$ cat config.mk
export PLATFORM = sky130hd
export DESIGN_NAME = vector_dac_sequencer_flat
export DESIGN_NICKNAME = d
export VERILOG_FILES = /design/src/rtl/vector_dac_sequencer_if.sv /design/src/rtl/vector_dac_sequencer.sv /design/src/flat_wrapper.sv
export SDC_FILE = /design/constraint.sdc
export NUM_CORES = 1
export LEC_CHECK = 0
export ABC_AREA = 1
export ABC_CLOCK_PERIOD_IN_PS = 2530
export BUFFER_PORTS_ARGS = -buffer_cell sky130_fd_sc_hd__buf_2
export CAP_MARGIN = 5
export CORE_MARGIN = 2
export CORE_UTILIZATION = 42
export CTS_CLUSTER_DIAMETER = 120
export DETAILED_ROUTE_END_ITERATION = 6
export SLEW_MARGIN = 5
export SYNTH_ARGS = -nofsm -noshare
export SYNTH_HDL_FRONTEND = slang
export SYNTH_SLANG_ARGS = --single-unit
$ cat constraint.sdc
create_clock -name clk -period 2.53 [get_ports clk]
set_input_delay 0.506 -clock clk [delete_from_list [all_inputs] [get_ports clk]]
set_output_delay 0.506 -clock clk [all_outputs]
set_load 0.01 [all_outputs]
$ cat src/rtl/vector_dac_sequencer_if.sv
// vector_dac_sequencer_if: link between the vector sequencer and the dual-channel SPI DAC driver.
// Signals:
//   dac_value  - coordinate presented to the DAC driver
//   dac_axis   - 0 selects the X channel, 1 selects the Y channel
//   dac_strobe - one-cycle start pulse for a DAC frame
//   dac_ready  - driver idle indication
//   ldac_n     - active-low latch pulse that updates both DAC outputs together
// Modports: master is the sequencer, slave is the DAC driver.
interface vector_dac_sequencer_if #(
    parameter int BITS = 12
);
    logic [BITS-1:0] dac_value;
    logic            dac_axis;
    logic            dac_strobe;
    logic            dac_ready;
    logic            ldac_n;
    modport master (output dac_value, dac_axis, dac_strobe, ldac_n, input dac_ready);
    modport slave  (input dac_value, dac_axis, dac_strobe, ldac_n, output dac_ready);
endinterface

$ cat src/rtl/vector_dac_sequencer.sv
// vector_dac_sequencer: holds the line generator while changed axes are written to the DAC, then latches them with LDAC.
// Ports:
//   clk, reset_n      - clock and asynchronous active-low reset
//   x_in, y_in, z_in  - current point and beam enable from the line generator
//   force_in          - one-cycle request to rewrite both axes (sampled in IDLE only)
//   halt              - combinational stall to the line generator
//   z_out             - beam enable, updated together with the LDAC pulse
//   busy              - high whenever the sequencer is not idle
//   dac               - DAC driver bus (value, axis, strobe, ready, ldac_n)
module vector_dac_sequencer #(
    parameter int BITS          = 12,
    parameter int LDAC_CYCLES   = 2,
    parameter int SETTLE_CYCLES = 4
) (
    input  logic                  clk,
    input  logic                  reset_n,
    input  logic [BITS-1:0]       x_in,
    input  logic [BITS-1:0]       y_in,
    input  logic                  z_in,
    input  logic                  force_in,
    output logic                  halt,
    output logic                  z_out,
    output logic                  busy,
    vector_dac_sequencer_if.master dac
);
    typedef enum logic [2:0] {IDLE, WR_X, WAIT_X, WR_Y, WAIT_Y, LDAC, SETTLE} state_t;

    state_t          state, state_d;
    logic [BITS-1:0] last_x, last_y, lat_x, lat_y;
    logic            lat_z, wy, init_pend, seen_low;
    logic [7:0]      cnt;
    logic            chg_x, chg_y, done, waiting;

    assign chg_x   = (x_in != last_x) | init_pend | force_in;
    assign chg_y   = (y_in != last_y) | init_pend | force_in;
    assign halt    = !reset_n | (state != IDLE) | chg_x | chg_y;
    assign busy    = state != IDLE;
    assign waiting = (state == WAIT_X) | (state == WAIT_Y);
    // A frame is complete only once the driver has gone busy and come back.
    assign done    = seen_low & dac.dac_ready;

    always_comb begin
        state_d = state;
        case (state)
            IDLE:    state_d = chg_x ? WR_X : chg_y ? WR_Y : IDLE;
            WR_X:    state_d = dac.dac_ready ? WAIT_X : WR_X;
            WAIT_X:  state_d = !done ? WAIT_X : wy ? WR_Y : LDAC;
            WR_Y:    state_d = dac.dac_ready ? WAIT_Y : WR_Y;
            WAIT_Y:  state_d = done ? LDAC : WAIT_Y;
            LDAC:    state_d = cnt != 8'(LDAC_CYCLES - 1) ? LDAC : SETTLE_CYCLES == 0 ? IDLE : SETTLE;
            SETTLE:  state_d = cnt == 8'(SETTLE_CYCLES - 1) ? IDLE : SETTLE;
            default: state_d = IDLE;
        endcase
    end

    always_ff @(posedge clk or negedge reset_n) begin
        if (!reset_n) state <= IDLE;
        else          state <= state_d;
    end

    always_ff @(posedge clk or negedge reset_n) begin
        if (!reset_n) begin
            last_x         <= '0;
            last_y         <= '0;
            lat_x          <= '0;
            lat_y          <= '0;
            lat_z          <= 1'b0;
            wy             <= 1'b0;
            init_pend      <= 1'b1;
            seen_low       <= 1'b0;
            cnt            <= '0;
            dac.dac_strobe <= 1'b0;
            dac.dac_value  <= '0;
            dac.dac_axis   <= 1'b0;
            dac.ldac_n     <= 1'b1;
            z_out          <= 1'b0;
        end else begin
            dac.dac_strobe <= 1'b0;
            dac.ldac_n     <= state_d != LDAC;
            cnt            <= (state_d != state) ? '0 : cnt + 8'd1;
            seen_low       <= waiting & (state_d == state) & (seen_low | !dac.dac_ready);
            if (state == IDLE && (chg_x || chg_y)) begin
                lat_x <= x_in;
                lat_y <= y_in;
                lat_z <= z_in;
                wy    <= chg_y;
            end
            if ((state == WR_X || state == WR_Y) && dac.dac_ready) begin
                dac.dac_strobe <= 1'b1;
                dac.dac_axis   <= state == WR_Y;
                dac.dac_value  <= state == WR_Y ? lat_y : lat_x;
            end
            if (state == WAIT_X && done) last_x <= lat_x;
            if (state == WAIT_Y && done) last_y <= lat_y;
            // Beam enable changes on the same edge that starts the LDAC pulse.
            if (state_d == LDAC && state != LDAC) z_out <= lat_z;
            if (state == LDAC && state_d != LDAC) init_pend <= 1'b0;
        end
    end
endmodule

$ cat src/flat_wrapper.sv
// flat-port wrapper written by rule: the top's interface ports become plain ports
module vector_dac_sequencer_flat 
#(
    parameter int BITS          = 12,
    parameter int LDAC_CYCLES   = 2,
    parameter int SETTLE_CYCLES = 4
)
  (clk, reset_n, x_in, y_in, z_in, force_in, halt, z_out, busy, dac_dac_value, dac_dac_axis, dac_dac_strobe, dac_ldac_n, dac_dac_ready);
  vector_dac_sequencer_if #(.BITS(BITS)) dac_i ();
  input  logic clk;
  input  logic reset_n;
  input  logic [BITS-1:0] x_in;
  input  logic [BITS-1:0] y_in;
  input  logic z_in;
  input  logic force_in;
  output logic halt;
  output logic z_out;
  output logic busy;
  output wire logic [$bits(dac_i.dac_value)-1:0] dac_dac_value;
  output wire logic [$bits(dac_i.dac_axis)-1:0] dac_dac_axis;
  output wire logic [$bits(dac_i.dac_strobe)-1:0] dac_dac_strobe;
  output wire logic [$bits(dac_i.ldac_n)-1:0] dac_ldac_n;
  input wire logic [$bits(dac_i.dac_ready)-1:0] dac_dac_ready;
  assign dac_dac_value = dac_i.dac_value;
  assign dac_dac_axis = dac_i.dac_axis;
  assign dac_dac_strobe = dac_i.dac_strobe;
  assign dac_ldac_n = dac_i.ldac_n;
  assign dac_i.dac_ready = dac_dac_ready;
  vector_dac_sequencer #(.BITS(BITS), .LDAC_CYCLES(LDAC_CYCLES), .SETTLE_CYCLES(SETTLE_CYCLES)) u_core (.clk(clk), .reset_n(reset_n), .x_in(x_in), .y_in(y_in), .z_in(z_in), .force_in(force_in), .halt(halt), .z_out(z_out), .busy(busy), .dac(dac_i));
endmodule
==> results of run 1 <==
[final cells by class]
cell class,count,area [um2],share of cell area [%]
clock inverter,5,104,2.36
sequential,79,1980,44.9
inverter,75,282,6.39
multi-input combinational,305,1440,32.8
tap,108,135,3.07
timing repair buffer,56,323,7.32
clock buffer,11,141,3.21
[path summary, 6_finish.rpt]
path                                     to  depth (start not counted)  slack [ns]
max reg2reg                   u_core.cnt[0]                         13        0.65
max in group asynchronous   u_core.lat_y[3]                          3        1.23
min                            u_core.lat_z                          3        0.40
min reg2reg                u_core.init_pend                          2        0.46
max                                    halt                          9        0.25
min in group asynchronous   u_core.state[1]                          2        0.55
[layout by cell type, fill, tap and decap left out]
| master | n |
|---|---|
| nor2_2 | 2 |
| nor2_1 | 49 |
| nand2_4 | 2 |
| nand3_1 | 12 |
| clkbuf_1 | 1 |
| nand2_2 | 1 |
| dfstp_2 | 2 |
| o2111ai_1 | 1 |
| a2bb2oi_1 | 12 |
| or2_2 | 1 |
| dfrtp_1 | 77 |
| xor2_1 | 5 |
| bufinv_16 | 3 |
| ha_1 | 2 |
| nand3_4 | 1 |
| o21ai_0 | 41 |
| a21oi_1 | 29 |
| dlygate4sd3_1 | 1 |
| o211ai_1 | 1 |
| buf_12 | 1 |
| nand4_1 | 2 |
| buf_4 | 9 |
| clkinv_2 | 1 |
| clkbuf_8 | 10 |
| mux2_2 | 4 |
| xnor2_1 | 1 |
| nor3_1 | 5 |
| inv_6 | 1 |
| nand2_1 | 134 |
| inv_2 | 1 |
| inv_1 | 74 |
| buf_2 | 45 |
[power by group through the flow]
stage          sequential, mW  combinational, mW  clock [mW]
2_1_floorplan            2.17               1.25           0
3_3_place_gp             2.22               1.78           0
3_5_place_dp             2.23               1.82           0
4_1_cts                  2.21               1.83        1.17
5_1_grt                  2.30               2.08        1.24
6_report                 2.22               1.79        1.16
[metal layers]
metal	up-vias	global-route usage, %	share of wire [%]
met5	-	0	0
met4	0	6.11	1.4
met3	8	4.82	4.0
met2	50	31.4	47
met1	1419	25.8	48
li1	1581	-	-
[worst max-delay path, stage by stage (launching register included)]
cell and delay (ns):
dfstp_2 0.38, inv_2 0.05, nand2_1 0.09, nor2_1 0.12
nand2_1 0.05, nor2_1 0.11, nand2_1 0.07, nor2_1 0.18
nand4_1 0.19, buf_2 0.18
[kinds of logic after synthesis]
kind of cell | Yosys count
AOI/OAI and AO/OA | 84
adders and majority gates | 2
muxes | 4
buffers and inverters | 88
and+or+nand+nor | 209
DFF | 79
xor gates and xnor gates | 6
[sequential cells by signal (all words and copies together), names as in the netlist, 3 cells and up]
signal	count
u_core.lat_x	12
u_core.last_y	12
u_core.lat_y	12
u_core.state	3
u_core.last_x	12
u_core.cnt	8
u_core.dac.dac_value	12
[repair_timing]
item / CTS / global route
hold buffers: 1 / 0
buffers inserted: 0 / 0
setup endpoints to repair: 0 / 0
endpoints found under the hold margin: 12 / 0
[stage by stage]
| stage | area (um2) | total power, mW |
|---|---|---|
| global placement | 4150 | 4.00 |
| finish | 4410 | 5.16 |
| detailed placement | 4150 | 4.05 |
| global route | 4410 | 5.62 |
| floorplan | 3770 | 3.42 |
| CTS | 4410 | 5.22 |
==> results.toml, run 1 <==
[sta]
final_max_slew_viol_count = 0
slew_headroom_pct = 67.6
post-route-period-util_pct = 90.2
finalSetupViolations = 0
tightest_slew_ns = 0.486
skew_ns = 0.0107
hold_viol_final = 0
fin_setup_tns_ns = 0
fin_crit_ns = 2.28
holdWs_ns = 0.395
setup_slack_ns = 0.249
rsz0062_at_grt = "no"
fmax_mhz = 438

[setup_path]
crit_path_end_kind = "primary output"
critical_path.startpoint = "u_core.init_pend"
required_ns = 2.02
worstSetupPathType = "reg2out"
critPathLaunchType = "flop"
cp_max_fo = 3
critPathArrivalTime_ns = 1.78
reg2reg_from = "u_core.init_pend"

[synth]
synth_top_area_share_pct = 51.2
synthesis.area_um2 = 3770
avgSynthCellArea_um2 = 7.98
synth.most_common_cell = "nand2_1"
syn-num-nets = 503
ys_async_sr_fraction_pct = 100
synth_cell_types = 26
ys_seq_area_share_pct = 52.6
synth_area_leaders = "dfrtp_1 51%, nand2_1 13%, inv_1 7.4%"
synthMuxAreaShare_pct = 1.20
synth_simple_gate_area_share_pct = 22.6
synth_top_family_by_area = "simple AND/OR/NAND/NOR gates"
synth-compound-area-share_pct = 12.5
synth_edf_count = 0
yosys.area.top_type = "dfrtp_1"
synth-xor-area-share_pct = 1.40
synth.cells.most_frequent = "134 x nand2_1, 77 x dfrtp_1, 74 x inv_1, 49 x nor2_1, 41 x o21ai_0"
synthAdderAreaFrac_pct = 0.664
postSynthCellCount = 472
synthFlopType = "dfrtp_1"
ys_ff_latch = 79
synth_warnings = 0

[placement]
placed_cells = 622
place_ws_ns = 0.349
port-buffer-count = 46
gp_congestion = 0.876
dpl.hpwl_um = 6350

[run_status]
outcome = "finished clean"

[layout]
final_core_util_pct = 50.5
fin_cells = 639
syn2layout_area_growth_pct = 17.0
drive_above_1_share_pct = 15.8
fin_nets = 557
fillers = 822
num_antenna_cells = 0

[global_route]
grt_max_degree = 37
grt-ovfl-total = 0
global_route.usage.total_pct = 19.4
grt_pass1_vias = 3150
grt_pass1_wl_um = 14900
antenna_found_initial = 0

[floorplanning]
io_pins = 47
design.die.area_um2 = 9740
die_x_um = 98.7
start_util_pct = 43.2
num_rows = 34
dieHeight_um = 98.7
core_area_um2 = 8720

[pwr]
p_int_mw = 3.21
p_leak_nw = 2.32
seq_power_share_pct = 42.9
p_switching_mw = 1.95
clkPwrFrac_pct = 22.4
peakVddDrop_mv = 0.404
combPwrFrac_pct = 34.7
power_density_nw_per_um2 = 1170
switching_share_pct = 37.8

[worst_hold_path]
worst_hold_path_type = "in2reg"
min_from = "z_in"

[cts]
cts_tree = "done"
htreeDepth = 3
clk_latency_ns = 0.36
cts_resized = 0
clk_pin_slew_worst_paths_ns = 0.08
root_buffer = "clkbuf_8"
cts_num_sinks = 79
numCtsBuffers = 9
clock_path_buffers = 2

[drt]
final_antenna_net_count = 0
avgRoutedWirePerCell_um = 13.3
drcViolationCount = 0
vias = 3058
drt_pre_antenna_iters = 4
drt_iter0_drc = 134
vias_per_cell = 4.79
totalWireLength_um = 8530

[flow_run]
cap_violations = 0
Power figures use the tool's default switching activity.
==> inputs of run 2 (changes only) <==
==> constraint.sdc (replaced) <==
create_clock -name clk -period 2.53 [get_ports clk]
set_input_delay 0.506 -clock clk [delete_from_list [all_inputs] [get_ports clk]]
set_output_delay 0.506 -clock clk [all_outputs]
set_load 0.05 [all_outputs]
==> results.toml, run 2 (same netlist as run 1, synthesis figures left out) <==
[run_status]
outcome = "finished clean"

[floorplanning]
die_x_um = 98.7
dieHeight_um = 98.7
num_rows = 34
start_util_pct = 43.2
design.die.area_um2 = 9740
io_pins = 47
core_area_um2 = 8720

[layout]
fin_nets = 555
drive_above_1_share_pct = 16.1
layout_common_cells = "134 x nand2_1, 77 x dfrtp_1, 74 x inv_1, 48 x nor2_1, 45 x buf_2"
multi_input_area_um2 = 1450
final-seq-area_um2 = 1980
num_antenna_cells = 0
final_common_cell = "nand2_1"
syn2layout_area_growth_pct = 16.9
fillers = 858

[sta]
slew_headroom_pct = 43.9
fmax_mhz = 435
fin_crit_ns = 2.30
tightest_slew_ns = 0.841
rsz0062_at_grt = "no"
fin_setup_tns_ns = 0
post-route-period-util_pct = 90.8
finalSetupViolations = 0
skew_ns = 0.0123
hold_viol_final = 0
holdWs_ns = 0.00796
final_max_slew_viol_count = 0

[worst_hold_path]
worst_hold_path_type = "in2async"

[cts]
clk_latency_ns = 0.35
htreeDepth = 3
clk_pin_slew_worst_paths_ns = 0.09
numCtsBuffers = 9
postCtsHoldBufs = 0
cts_num_sinks = 79
cts_tree = "done"
clock_path_buffers = 2
post_cts_buffers = 0
root_buffer = "clkbuf_8"

[setup_path]
crit_path_end_kind = "primary output"
critPathArrivalTime_ns = 1.79
r2r_cells = 13
slowest_delay_ns = 0.38
required_ns = 2.02
worstSetupPathType = "reg2out"
path_cells = "inv_2 -> nand2_1 -> nor2_1 -> nand2_1 -> nor2_1 -> nand2_1 -> nor2_2 -> nand4_1 -> buf_2"
cp_max_fo = 3
critPathLaunchType = "flop"
rrSetupSlack_ns = 0.71
r2r_end = "u_core.seen_low"
crit_path_frequent_cell = "nand2_1"
reg2reg_from = "u_core.init_pend"
critPathSlowestCell = "dfstp_2"

[global_route]
grt_pass1_wl_um = 14000
grt-ovfl-total = 0
global_route.usage.total_pct = 18.2
grt_max_degree = 67
antenna_found_initial = 0
grt_pass1_vias = 2864

[drt]
drt_pre_antenna_iters = 4
drt_iter0_drc = 135
vias_per_cell = 4.77
vias = 3038
drcViolationCount = 0
totalWireLength_um = 8270
final_antenna_net_count = 0
avgRoutedWirePerCell_um = 13.0

[pwr]
p_leak_nw = 2.32
power_density_nw_per_um2 = 1270
peakVddDrop_mv = 0.354

[flow_run]
cap_violations = 0

[placement]
gp_congestion = 0.873
port-buffer-count = 46
dpl.hpwl_um = 6130
-- run 2: where the power goes --
part           switching, mW  internal [mW]
logic                   1.47          0.714
clock network          0.477          0.710
registers              0.401           1.81
total                   2.35           3.24
-- run 2: area by class of cell --
type	count	share of cell area, %
repair buffers	54	6.93
flip-flops and latches	79	45.0
clock buffers	11	3.44
multi-input cells	305	32.9
well taps	108	3.07
inverters	75	6.39
clock inverters	5	2.36
-- run 2: worst max-delay path: cells and delay by family, from the launching register on --
family / cells / cell delay [ns]
simple gates: 7 / 0.76
flops: 1 / 0.38
buf+inv: 2 / 0.30
-- run 2: repair_timing --
| action | 4_1_cts | 5_1_grt |
|---|---|---|
| endpoints found under the setup margin | 0 | 1 |
| endpoints found under the hold margin | 0 | 0 |
| resized for setup | 0 | 1 |
-- run 2: worst max-delay path by stage --
stage                                 from    to  slack (ns)  depth (start not counted)
after global placement            force_in  halt        0.24                         10
after floorplan            u_core.state[0]  halt        0.45                          4
final                     u_core.init_pend  halt        0.23                          9
after global routing      u_core.init_pend  halt        0.08                          9
after CTS                 u_core.init_pend  halt        0.11                          9
after detailed placement          force_in  halt        0.25                         10
-- run 2: routing by layer --
| layer | global-route usage (%) | vias to the layer above | wire length [um] |
|---|---|---|---|
| met5 | 0 | - | 0 |
| met4 | 6.64 | 0 | 159 |
| met3 | 3.12 | 12 | 228 |
| met2 | 27.7 | 42 | 3760 |
| met1 | 26.3 | 1411 | 4120 |
| li1 | - | 1573 | - |
-- run 2: through the flow --
step                total power, mW  area, um2  worst slack [ns]  cells  utilization [%]
global placement               4.41       4150             0.244    621             47.5
CTS                            5.63       4400             0.114    637             50.5
detailed placement             4.44       4150             0.247    621             47.5
global route                   6.00       4400            0.0763    637             50.5
floorplan                      3.82       3770             0.450    472                -
finish                         5.58       4400             0.232    637             50.5
==> inputs of run 3 (changes only) <==
- CORE_ASPECT_RATIO: unset -> 1.25
==> results.toml, run 3 (same netlist as run 1, synthesis figures left out) <==
[sta]
rsz0062_at_grt = "no"
fin_setup_tns_ns = 0
hold_viol_final = 0
finalSetupViolations = 0
fmax_mhz = 442
final_max_slew_viol_count = 0
slew_headroom_pct = 32.6
skew_ns = 0.0131
post-route-period-util_pct = 89.4
tightest_slew_ns = 1.01
holdWs_ns = 0.396
fin_crit_ns = 2.26

[setup_path]
critPathLaunchType = "flop"
required_ns = 2.02
critPathSlowestCell = "dfrtp_1"
reg2reg_from = "u_core.last_x[2]"
crit_path_end_kind = "primary output"
crit_buf_inv = 1
slowest_delay_ns = 0.40
crit_path_frequent_cell = "nor2_1"
path_cells = "xor2_1 -> nor2_1 -> nand3_1 -> nor2_1 -> nand4_1 -> buf_2"
critPathArrivalTime_ns = 1.76
crit_family = "simple AND/OR/NAND/NOR gates"
critical_path.startpoint = "u_core.last_x[2]"
worstSetupPathType = "reg2out"
cp_max_fo = 3

[cts]
clock_path_buffers = 2
clk_latency_ns = 0.35
cts_tree = "done"
htreeDepth = 3
cts_num_sinks = 79
post_cts_buffers = 0
postCtsHoldBufs = 0
numCtsBuffers = 9
clk_pin_slew_worst_paths_ns = 0.08
cts_resized = 0
root_buffer = "clkbuf_8"

[global_route]
grt_pass1_wl_um = 14100
grt_pass1_vias = 2920
global_route.usage.total_pct = 19.1
grt-ovfl-total = 0
antenna_found_initial = 0
grt_max_degree = 80

[drt]
avgRoutedWirePerCell_um = 12.8
drt_pre_antenna_iters = 4
totalWireLength_um = 8290
drt_iter0_drc = 184
vias = 3052
vias_per_cell = 4.70
final_antenna_net_count = 0
drcViolationCount = 0

[layout]
final_core_util_pct = 49.8
final-seq-area_um2 = 1980
drive_above_1_share_pct = 15.1
num_antenna_cells = 0
final_common_cell = "nand2_1"
fin_nets = 555
layout_common_cells = "134 x nand2_1, 77 x dfrtp_1, 74 x inv_1, 49 x nor2_1, 45 x buf_2"
fin_area_um2 = 4330
syn2layout_area_growth_pct = 15.0
multi_input_area_um2 = 1440
fillers = 876

[pwr]
p_leak_nw = 2.28
peakVddDrop_mv = 0.401
power_density_nw_per_um2 = 1210

[floorplanning]
dieHeight_um = 110
start_util_pct = 43.3
die_x_um = 88.7
design.die.area_um2 = 9740
io_pins = 47
num_rows = 38
core_area_um2 = 8700

[flow_run]
cap_violations = 0

[worst_hold_path]
min_from = "y_in[2]"
worst_hold_path_type = "in2reg"

[placement]
placed_area_um2 = 4160
dpl.hpwl_um = 6110
gp_congestion = 0.822
port-buffer-count = 46

[run_status]
outcome = "finished clean"
==> run 3: tightest hold or removal path, stage by stage <==
cell     delay [ns]
buf_2          0.10
nand2_1        0.05
o21ai_0        0.06
==> run 3: through the flow <==
| step | total power [mW] | instances | setup slack (ns) |
|---|---|---|---|
| finish | 5.26 | 649 | 0.269 |
| CTS | 5.32 | 649 | 0.213 |
| detailed placement | 4.45 | 633 | 0.347 |
| global route | 5.70 | 649 | 0.107 |
| floorplan | 3.82 | 472 | 0.450 |
| global placement | 4.39 | 633 | 0.371 |
==> run 3: worst paths after layout <==
check	endpoint	slack (ns)	cells after the start
min in group asynchronous	u_core.cnt[6]	0.43	2
setup reg to reg	u_core.lat_z	0.60	9
hold reg to reg	u_core.init_pend	0.45	2
hold / removal	u_core.lat_y[2]	0.40	3
setup / recovery	halt	0.27	6
max in group asynchronous	u_core.dac.dac_strobe	1.44	2
==> run 3: report_power, final <==
part	switching (mW)	total (mW)	leakage, nW	internal [mW]
clock network	0.441	0.852	0.0877	0.411
registers	0.388	2.20	0.953	1.81
logic	1.49	2.20	1.24	0.714
==> run 3: routing by layer <==
metal	vias up	global-route usage, %	part of all wire (%)	wire, um
met5	-	0	0	0
li1	1572	-	-	-
met1	1405	26.1	47	3930
met2	63	30.0	47	3880
met4	0	7.03	1.6	129
met3	12	3.53	4.2	350
==> run 3: final cells by class <==
| cell class | instances | share of cell area [%] |
|---|---|---|
| Sequential cell | 79 | 45.7 |
| Inverter | 75 | 6.50 |
| Timing Repair Buffer | 54 | 7.05 |
| Clock buffer | 15 | 3.84 |
| Tap cell | 120 | 3.47 |
| Multi-Input combinational cell | 305 | 33.3 |
| Clock inverter | 1 | 0.116 |
